--- src/rtl/arith_divsi_guard.sv ---
// Operand guard in front of the signed divider: joins a/b, screens
// divide-by-zero and MIN/-1, optionally sanitizes, buffers in a 2-deep FIFO.
module arith_divsi_guard #(
    parameter int WIDTH     = 32,
    parameter int CNT_WIDTH = 16,
    parameter bit SANITIZE  = 1'b1
) (
    input  logic                 clk,
    input  logic                 rst_n,
    input  logic                 a_valid,
    output logic                 a_ready,
    input  logic [WIDTH-1:0]     a_data,
    input  logic                 b_valid,
    output logic                 b_ready,
    input  logic [WIDTH-1:0]     b_data,
    output logic                 out_valid,
    input  logic                 out_ready,
    output logic [WIDTH-1:0]     out_a_data,
    output logic [WIDTH-1:0]     out_b_data,
    output logic [1:0]           out_fault,
    input  logic                 cnt_clear,
    output logic [CNT_WIDTH-1:0] zero_cnt,
    output logic [CNT_WIDTH-1:0] ovf_cnt
);

    localparam logic [WIDTH-1:0] SMIN = {1'b1, {(WIDTH-1){1'b0}}};
    localparam logic [WIDTH-1:0] ONES = {WIDTH{1'b1}};
    localparam logic [WIDTH-1:0] ONE  = {{(WIDTH-1){1'b0}}, 1'b1};
    localparam logic [WIDTH-1:0] ZERO = {WIDTH{1'b0}};
    localparam logic [CNT_WIDTH-1:0] CMAX = {CNT_WIDTH{1'b1}};

    localparam logic [1:0] F_NONE = 2'b00;
    localparam logic [1:0] F_ZERO = 2'b01;
    localparam logic [1:0] F_OVF  = 2'b10;

    logic [1:0]       count;
    logic             wr_ptr;
    logic             rd_ptr;
    logic [WIDTH-1:0] mem_a [2];
    logic [WIDTH-1:0] mem_b [2];
    logic [1:0]       mem_f [2];

    logic             full;
    logic             push;
    logic             pop;
    logic [1:0]       fault;
    logic [WIDTH-1:0] store_a;
    logic [WIDTH-1:0] store_b;

    assign full      = (count == 2'd2);
    assign a_ready   = b_valid & ~full;
    assign b_ready   = a_valid & ~full;
    assign push      = a_valid & b_valid & ~full;
    assign out_valid = (count != 2'd0);
    assign pop       = out_valid & out_ready;

    assign out_a_data = mem_a[rd_ptr];
    assign out_b_data = mem_b[rd_ptr];
    assign out_fault  = mem_f[rd_ptr];

    // Classify the incoming pair (zero divisor outranks overflow) and pick stored operands.
    always_comb begin
        fault   = F_NONE;
        store_a = a_data;
        store_b = b_data;
        if (b_data == ZERO) begin
            fault = F_ZERO;
            if (SANITIZE) begin
                store_a = ZERO;
                store_b = ONE;
            end
        end else if (a_data == SMIN && b_data == ONES) begin
            fault = F_OVF;
            if (SANITIZE) begin
                store_b = ONE;
            end
        end
    end

    // FIFO storage, pointers and occupancy.
    always_ff @(posedge clk or negedge rst_n) begin
        if (!rst_n) begin
            count  <= 2'd0;
            wr_ptr <= 1'b0;
            rd_ptr <= 1'b0;
            for (int i = 0; i < 2; i++) begin
                mem_a[i] <= ZERO;
                mem_b[i] <= ZERO;
                mem_f[i] <= F_NONE;
            end
        end else begin
            if (push) begin
                mem_a[wr_ptr] <= store_a;
                mem_b[wr_ptr] <= store_b;
                mem_f[wr_ptr] <= fault;
                wr_ptr        <= ~wr_ptr;
            end
            if (pop) begin
                rd_ptr <= ~rd_ptr;
            end
            count <= count + {1'b0, push} - {1'b0, pop};
        end
    end

    // Saturating fault counters; clear beats a same-cycle increment.
    always_ff @(posedge clk or negedge rst_n) begin
        if (!rst_n) begin
            zero_cnt <= '0;
            ovf_cnt  <= '0;
        end else if (cnt_clear) begin
            zero_cnt <= '0;
            ovf_cnt  <= '0;
        end else if (push) begin
            if (fault == F_ZERO && zero_cnt != CMAX) begin
                zero_cnt <= zero_cnt + 1'b1;
            end
            if (fault == F_OVF && ovf_cnt != CMAX) begin
                ovf_cnt <= ovf_cnt + 1'b1;
            end
        end
    end

endmodule

--- config.mk ---
export PLATFORM = sky130hd
export DESIGN_NAME = arith_divsi_guard
export DESIGN_NICKNAME = d
export VERILOG_FILES = /design/src/rtl/arith_divsi_guard.sv
export SDC_FILE = /design/constraint.sdc
export NUM_CORES = 1
export LEC_CHECK = 0
export ABC_AREA = 1
export BUFFER_PORTS_ARGS = -buffer_cell sky130_fd_sc_hd__buf_2
export CORE_MARGIN = 10
export CORE_UTILIZATION = 45
export DETAILED_ROUTE_END_ITERATION = 10
export PLACE_DENSITY = 0.67
export REMOVE_ABC_BUFFERS = 1
export SYNTH_ARGS = -nofsm -noshare
export SYNTH_HDL_FRONTEND = slang
export SYNTH_SLANG_ARGS = --single-unit
--- constraint.sdc ---
create_clock -name clk -period 5.5 [get_ports clk]
set_clock_uncertainty 0.15 [all_clocks]
set_input_delay 0.275 -clock clk [delete_from_list [all_inputs] [get_ports clk]]
set_output_delay 0.275 -clock clk [all_outputs]
set_load 0.03 [all_outputs]
# Word level (Yosys, flattened, before mapping)
# Cells that the tools add are included.
[classes]
n_addsub = 4
magnitude_cmp = 3
eq_ne = 7
mux = 27
n_bitwise = 10
n_reduce_logical = 11
[ops]
columns = ["cell", "count"]
rows = [
  ["32-bit two-way mux", 10],
  ["64-bit bitwise mux", 2],
  ["16-bit two-way mux", 6],
  ["32-bit equality test, second input constant", 2],
  ["16-bit by 1-bit adder with 16-bit output, second input constant", 2],
  ["32-bit demux with 1-bit select", 1],
  ["32-bit zero test", 1],
  ["16-bit != test, second input constant", 2],
  ["2-bit two-way mux", 6],
  ["2-bit nonzero test", 4],
  ["1-bit AND", 5],
  ["4-bit bitwise mux", 1],
  ["2-bit equality test, second input constant", 2],
  ["2-bit >= comparator, second input constant", 2],
  ["1-bit logical AND", 4],
  ["1-bit NOT with 2-bit output", 2],
  ["2-bit AND reduction", 2],
  ["1-bit NOT", 3],
  ["2-bit by 1-bit adder with 2-bit output", 1],
  ["2-bit demux with 1-bit select", 1],
  ["2-bit by 1-bit equality test with 1-bit output, second input constant", 1],
  ["2-bit by 1-bit < comparator with 1-bit output, second input constant", 1],
  ["2-bit by 1-bit subtractor with 2-bit output", 1],
]
[totals]
ff_bits = 168
in_bits = 70
out_inout_bits = 101
word_cells = 73

# Depth between registers and ports, before layout
[depth]
word_depth = 9
ltp_mapped = 13
ltp_nobuf = 12

# Worst setup path before layout
# No wires, ideal clock.
[synth_timing]
path_type = "register to register"
start = "register zero_cnt[0]"
end = "register zero_cnt[10]"
setup_time_ns = 0.118
arrival_ns = 1.826
required_ns = 5.232
path_slack_ns = 3.407
path_stages_with_launch = 14
synth_period_minus_slack_ns = 2.093
path_cell_list = "dfrtp_1 -> ha_1 -> nand2_1 -> inv_1 -> nand2_2 -> nor2_4 -> nand2_2 -> nor2_1 -> nand2_1 -> nand3_4 -> nand2_4 -> buf_6 -> nand2_1 -> nand2_1"
[synth_via]
elab_chain_cells = 4
word_cells_on_any_way = 8
[synth_lines]
columns = ["element", "line_no", "source"]
rows = [
  ["start, declared", "22", "output logic [CNT_WIDTH-1:0] zero_cnt,"],
  ["start signal, assigned", "115", "zero_cnt <= zero_cnt + 1'b1;"],
  ["16-bit by 1-bit adder with 16-bit output / 16-bit != test (equally long branches)", "115, 114", ""],
  ["16-bit two-way mux / 1-bit logical AND (equally long branches)", "114", "if (fault == F_ZERO && zero_cnt != CMAX) begin"],
  ["16-bit two-way mux / 2-bit nonzero test (equally long branches)", "--", ""],
  ["16-bit two-way mux / 2-bit AND reduction (equally long branches)", "--", ""],
]
# Several ways; a longest one is shown, not always the timed one. The select of a mux whose other input is x is not followed.
# A chain may end at the register's enable or synchronous reset.

# Worst setup path in the final report
[layout_timing]
start = "register rd_ptr"
end = "output out_b_data[1]"
[layout_via]
elab_chain_cells = 4
[layout_lines]
columns = ["element", "line_no", "source"]
rows = [
  ["start, declared", "38", "logic rd_ptr;"],
  ["start signal, assigned", "99", "rd_ptr <= ~rd_ptr;"],
  ["1-bit NOT with 2-bit output (implied by the code)", "58", "assign out_b_data = mem_b[rd_ptr];"],
  ["32-bit two-way mux (implied by the code) (3 in a row)", "58", ""],
  ["end, declared", "19", "output logic [WIDTH-1:0] out_b_data,"],
]
# No other way between the ends. The select of a mux whose other input is x is not followed.

==> Implementation_results.wiki <==
{| class="wikitable"
! Metric !! Value
|-
| Run status || complete, no violations
|-
| Sequential Power Share || 0.347
|-
| Final #Nets || ~1400
|-
| Vias per std cell || approximately 5
|-
| CP startpoint kind || flip-flop
|-
| Share of the yosys chip area belonging to registers || 0.498
|-
| Global-route wire length before repair || between 30000 and 40000 microns
|-
| Required time at the endpoint of the critical path || a little over 5000 ps
|-
| Top cell type's share of synthesized area || 0.498
|-
| CTS H-tree depth || 4
|-
| Syn Area/Cell || 7.51 sq um
|-
| Final hold slack || between 10 and 15 ps
|-
| CTS tree || built
|-
| Row cnt || 50
|-
| Power density over the cells || 523 nW/um^2
|-
| Maximum Capacitance Violations || 0
|-
| Accumulated negative setup slack || 0 ps
|-
| Unique cell type count in the Yosys netlist || 34
|-
| Leak pwr || roughly 5.6 nW
|-
| Area growth from synthesis to final layout || 25.8%
|-
| Total vias in the final route || roughly 7900
|-
| Core region area || ~19000 sq um
|-
| Die ar. || about 25000 sq um
|-
| FILL cells || around 1700
|-
| Family of cells with the greatest summed delay on the critical path || buffers and inverters
|-
| Number of warnings issued by yosys || 0
|-
| CP peak stage delay || between 600 and 700 ps
|-
| Classification of the worst-slack hold path || primary input to flip-flop
|-
| Number of iterations in the first detailed-routing pass || 5
|-
| Detail-routed net length per standard cell || 15.0 microns
|-
| Peak Freq || around 0.32 GHz
|-
| Proportion of register bits with asynchronous set or reset after synthesis || 1.00
|-
| Crit path time final || a little over 3000 ps
|-
| Count of routing violations after the opening detailed-route iteration || slightly above 600
|-
| RD Place Congestion || a little under 0.9
|-
| Leftover overflow at the end of global routing || 0
|-
| Effective utilization at floorplan || 0.455
|-
| Later-pin clock latency in the skew report || 420 ps
|-
| Logic pwr share || 0.407
|-
| Dpl hpwl || about 15000 microns
|-
| Port Buffers || 170
|-
| Count of non-filler cells in the finished layout || 1569
|-
| IR drop worst, VDD || roughly 250 uV
|-
| Type of the worst setup path || flip-flop to output port
|-
| Number of buffers created by CTS || 17
|-
| CTS Root Buffer Type || sky130_fd_sc_hd__clkbuf_16
|-
| Number of global-route vias before repair || between 7000 and 8000
|-
| Global routing usage summed across all routing layers || 0.195
|-
| Gate count after technology mapping || approximately 1100
|-
| Crit path max-delay cell type || sky130_fd_sc_hd__buf_4
|-
| Fraction of power spent switching nets || 0.420
|-
| Number of max-slew violations in the final report || 0
|-
| Share of the core filled with cells || 0.572
|-
| Number of nets still failing antenna checks after routing || 0
|-
| Top_reg_cell synth || sky130_fd_sc_hd__dfrtp_1
|-
| Type of element capturing the critical path || output port
|-
| Die Y || 157 microns
|-
| Number of setup buffers added after CTS || 0
|-
| Top fanout value on the critical path || 71
|-
| Cell-internal power || approximately 3.2 mW
|-
| Clock transition at the register clock pins on the worst setup and hold paths after CTS || ~60 ps
|-
| Total power after layout || between 5 and 6 mW
|-
| Detailed-route wire length || 23600 microns
|-
| Maximum number of pins on one net before global-route repair || a little over 80
|-
| Yosys reg bits || 168
|-
| CP Buf/Inv Count || 4
|-
| Max-slew headroom || 0.245
|-
| Share of the clock period used by the worst path after layout || 0.561
|-
| Unrepaired setup endpoints after global routing || false
|-
| Clock network power share || 0.246
|-
| Final number of hold-violating endpoints || 0
|-
| Total of endpoints with negative setup slack in the final report || 0
|-
| Mapped cell area || ~8400 sq um
|-
| Initial antenna violation count || 1
|-
| Tightest Pin Transition || about 1100 ps
|-
| Width of the die || 157 microns
|-
| Switching component of the power || about 2.3 mW
|-
| Number of enable-type register cells in the synthesized netlist || 0
|-
| Worst EP arrival || around 2700 ps
|-
| Number of sinks on the clock net || around 170
|-
| Cell Count Post-Placement || between 1000 and 1500
|-
| Cells along the critical path || buf_4 > inv_2 > buf_4 > nand2_1 > nand2_1 > buf_2
|-
| Share of cells above drive strength 1 || 0.173
|-
| DR DRC count || 0
|-
| Cells taking the most area after synthesis || sky130_fd_sc_hd__dfrtp_1 (50%), sky130_fd_sc_hd__nand2_1 (22%), sky130_fd_sc_hd__o21ai_0 (4.9%)
|-
| CTS Buffer Depth || 2
|-
| Boundary Pins || 171
|-
| Largest area contributor in the netlist || sky130_fd_sc_hd__dfrtp_1
|}
## per-layer routing
metal,GRT usage,vias up,wire length (microns)
li1,-,3970,-
met1,0.254,3621,10500
met2,0.309,226,10900
met3,0.0508,36,1580
met4,0.0681,0,546
met5,0,-,0
## sequential cells by signal, summed over array words and instances (netlist names)
register  count
rd_ptr        1
count         2
mem_a        64
ovf_cnt      16
zero_cnt     16
mem_b        64
mem_f         4
wr_ptr        1
## cell usage in the layout, fill, tap and decap left out, types with 14 or more instances in the layout
| master | n |
|---|---|
| sky130_fd_sc_hd__nand3_1 | 63 |
| sky130_fd_sc_hd__o21ai_0 | 83 |
| sky130_fd_sc_hd__clkbuf_16 | 17 |
| sky130_fd_sc_hd__inv_1 | 32 |
| sky130_fd_sc_hd__xor2_1 | 16 |
| sky130_fd_sc_hd__nor2_1 | 92 |
| sky130_fd_sc_hd__o21ai_1 | 52 |
| sky130_fd_sc_hd__nand4_1 | 14 |
| sky130_fd_sc_hd__dlygate4sd3_1 | 59 |
| sky130_fd_sc_hd__nand2_1 | 500 |
| sky130_fd_sc_hd__dfrtp_1 | 167 |
| sky130_fd_sc_hd__buf_2 | 169 |
## layout make-up
type / count / area (sq um) / area share
Tap cell: 234 / 293 / 0.0276
Clock buffer: 19 / 453 / 0.0426
Inverter: 38 / 146 / 0.0138
Antenna cell: 1 / 2.50 / 0.000236
Timing Repair Buffer: 237 / 1510 / 0.142
Sequential cell: 168 / 4210 / 0.396
Clock inverter: 11 / 219 / 0.0206
Multi-Input combinational cell: 861 / 3800 / 0.357
## power by group through the flow
stage	Sequential [mW]	Combinational (mW)	Clock, mW
5_1_grt	1.99	2.52	1.44
3_5_place_dp	1.94	2.25	0
3_3_place_gp	1.94	2.21	0
6_report	1.93	2.26	1.37
4_1_cts	1.93	2.29	1.39
2_1_floorplan	1.94	1.51	0
## cells in the mapped netlist, types with 5 or more instances
master	instances
sky130_fd_sc_hd__clkbuf_1	31
sky130_fd_sc_hd__nor2_1	92
sky130_fd_sc_hd__nand3_1	63
sky130_fd_sc_hd__xor2_1	16
sky130_fd_sc_hd__nand4_1	14
sky130_fd_sc_hd__inv_1	32
sky130_fd_sc_hd__dfrtp_1	168
sky130_fd_sc_hd__xnor2_1	5
sky130_fd_sc_hd__buf_6	8
sky130_fd_sc_hd__nand2_1	500
sky130_fd_sc_hd__nor3_1	8
sky130_fd_sc_hd__o21ai_1	52
sky130_fd_sc_hd__o21ai_0	83
sky130_fd_sc_hd__buf_2	16
## worst paths after layout
| path | start | endpoint | slack (ps) | depth (start not counted) |
|---|---|---|---|---|
| setup / recovery | rd_ptr | out_b_data[1] | 2420 | 6 |
| hold / removal | b_data[31] | mem_b[31] | 10 | 3 |
| setup reg to reg | count[1] | mem_a[43] | 2670 | 9 |
| hold reg to reg | mem_b[31] | mem_b[31] | 330 | 2 |
| max in group asynchronous | rst_n | mem_b[58] | 3580 | 3 |
| min in group asynchronous | rst_n | ovf_cnt[7] | 200 | 2 |
## stage by stage
| stage | area (sq um) | setup slack (ps) |
|---|---|---|
| floorplan | 8140 | 2730 |
| global placement | 9360 | 2780 |
| detailed placement | 9360 | 2710 |
| CTS | 10600 | 2380 |
| global route | 10600 | 2200 |
| finish | 10600 | 2420 |
## tightest hold or removal path, cell delays in order
cell and delay (ps):
sky130_fd_sc_hd__buf_2 140, sky130_fd_sc_hd__nand3_1 80, sky130_fd_sc_hd__nand2_1 40
## repair_timing
action / in CTS / in global routing
gates resized for setup: 0 / 0
hold endpoints to repair: 132 / 0
hold buffers: 59 / 0
setup endpoints to repair: 0 / 0
## cell families after synthesis
family                   synth area share
AO/OA/AOI/OAI                      0.0832
flip-flops                          0.498
adder cells (fa/ha/maj)           0.00592
AND/OR/NAND/NOR                     0.338
buffers and inverters              0.0535
XOR/XNOR                           0.0218
Note: power is estimated with default switching activity, not from simulation.
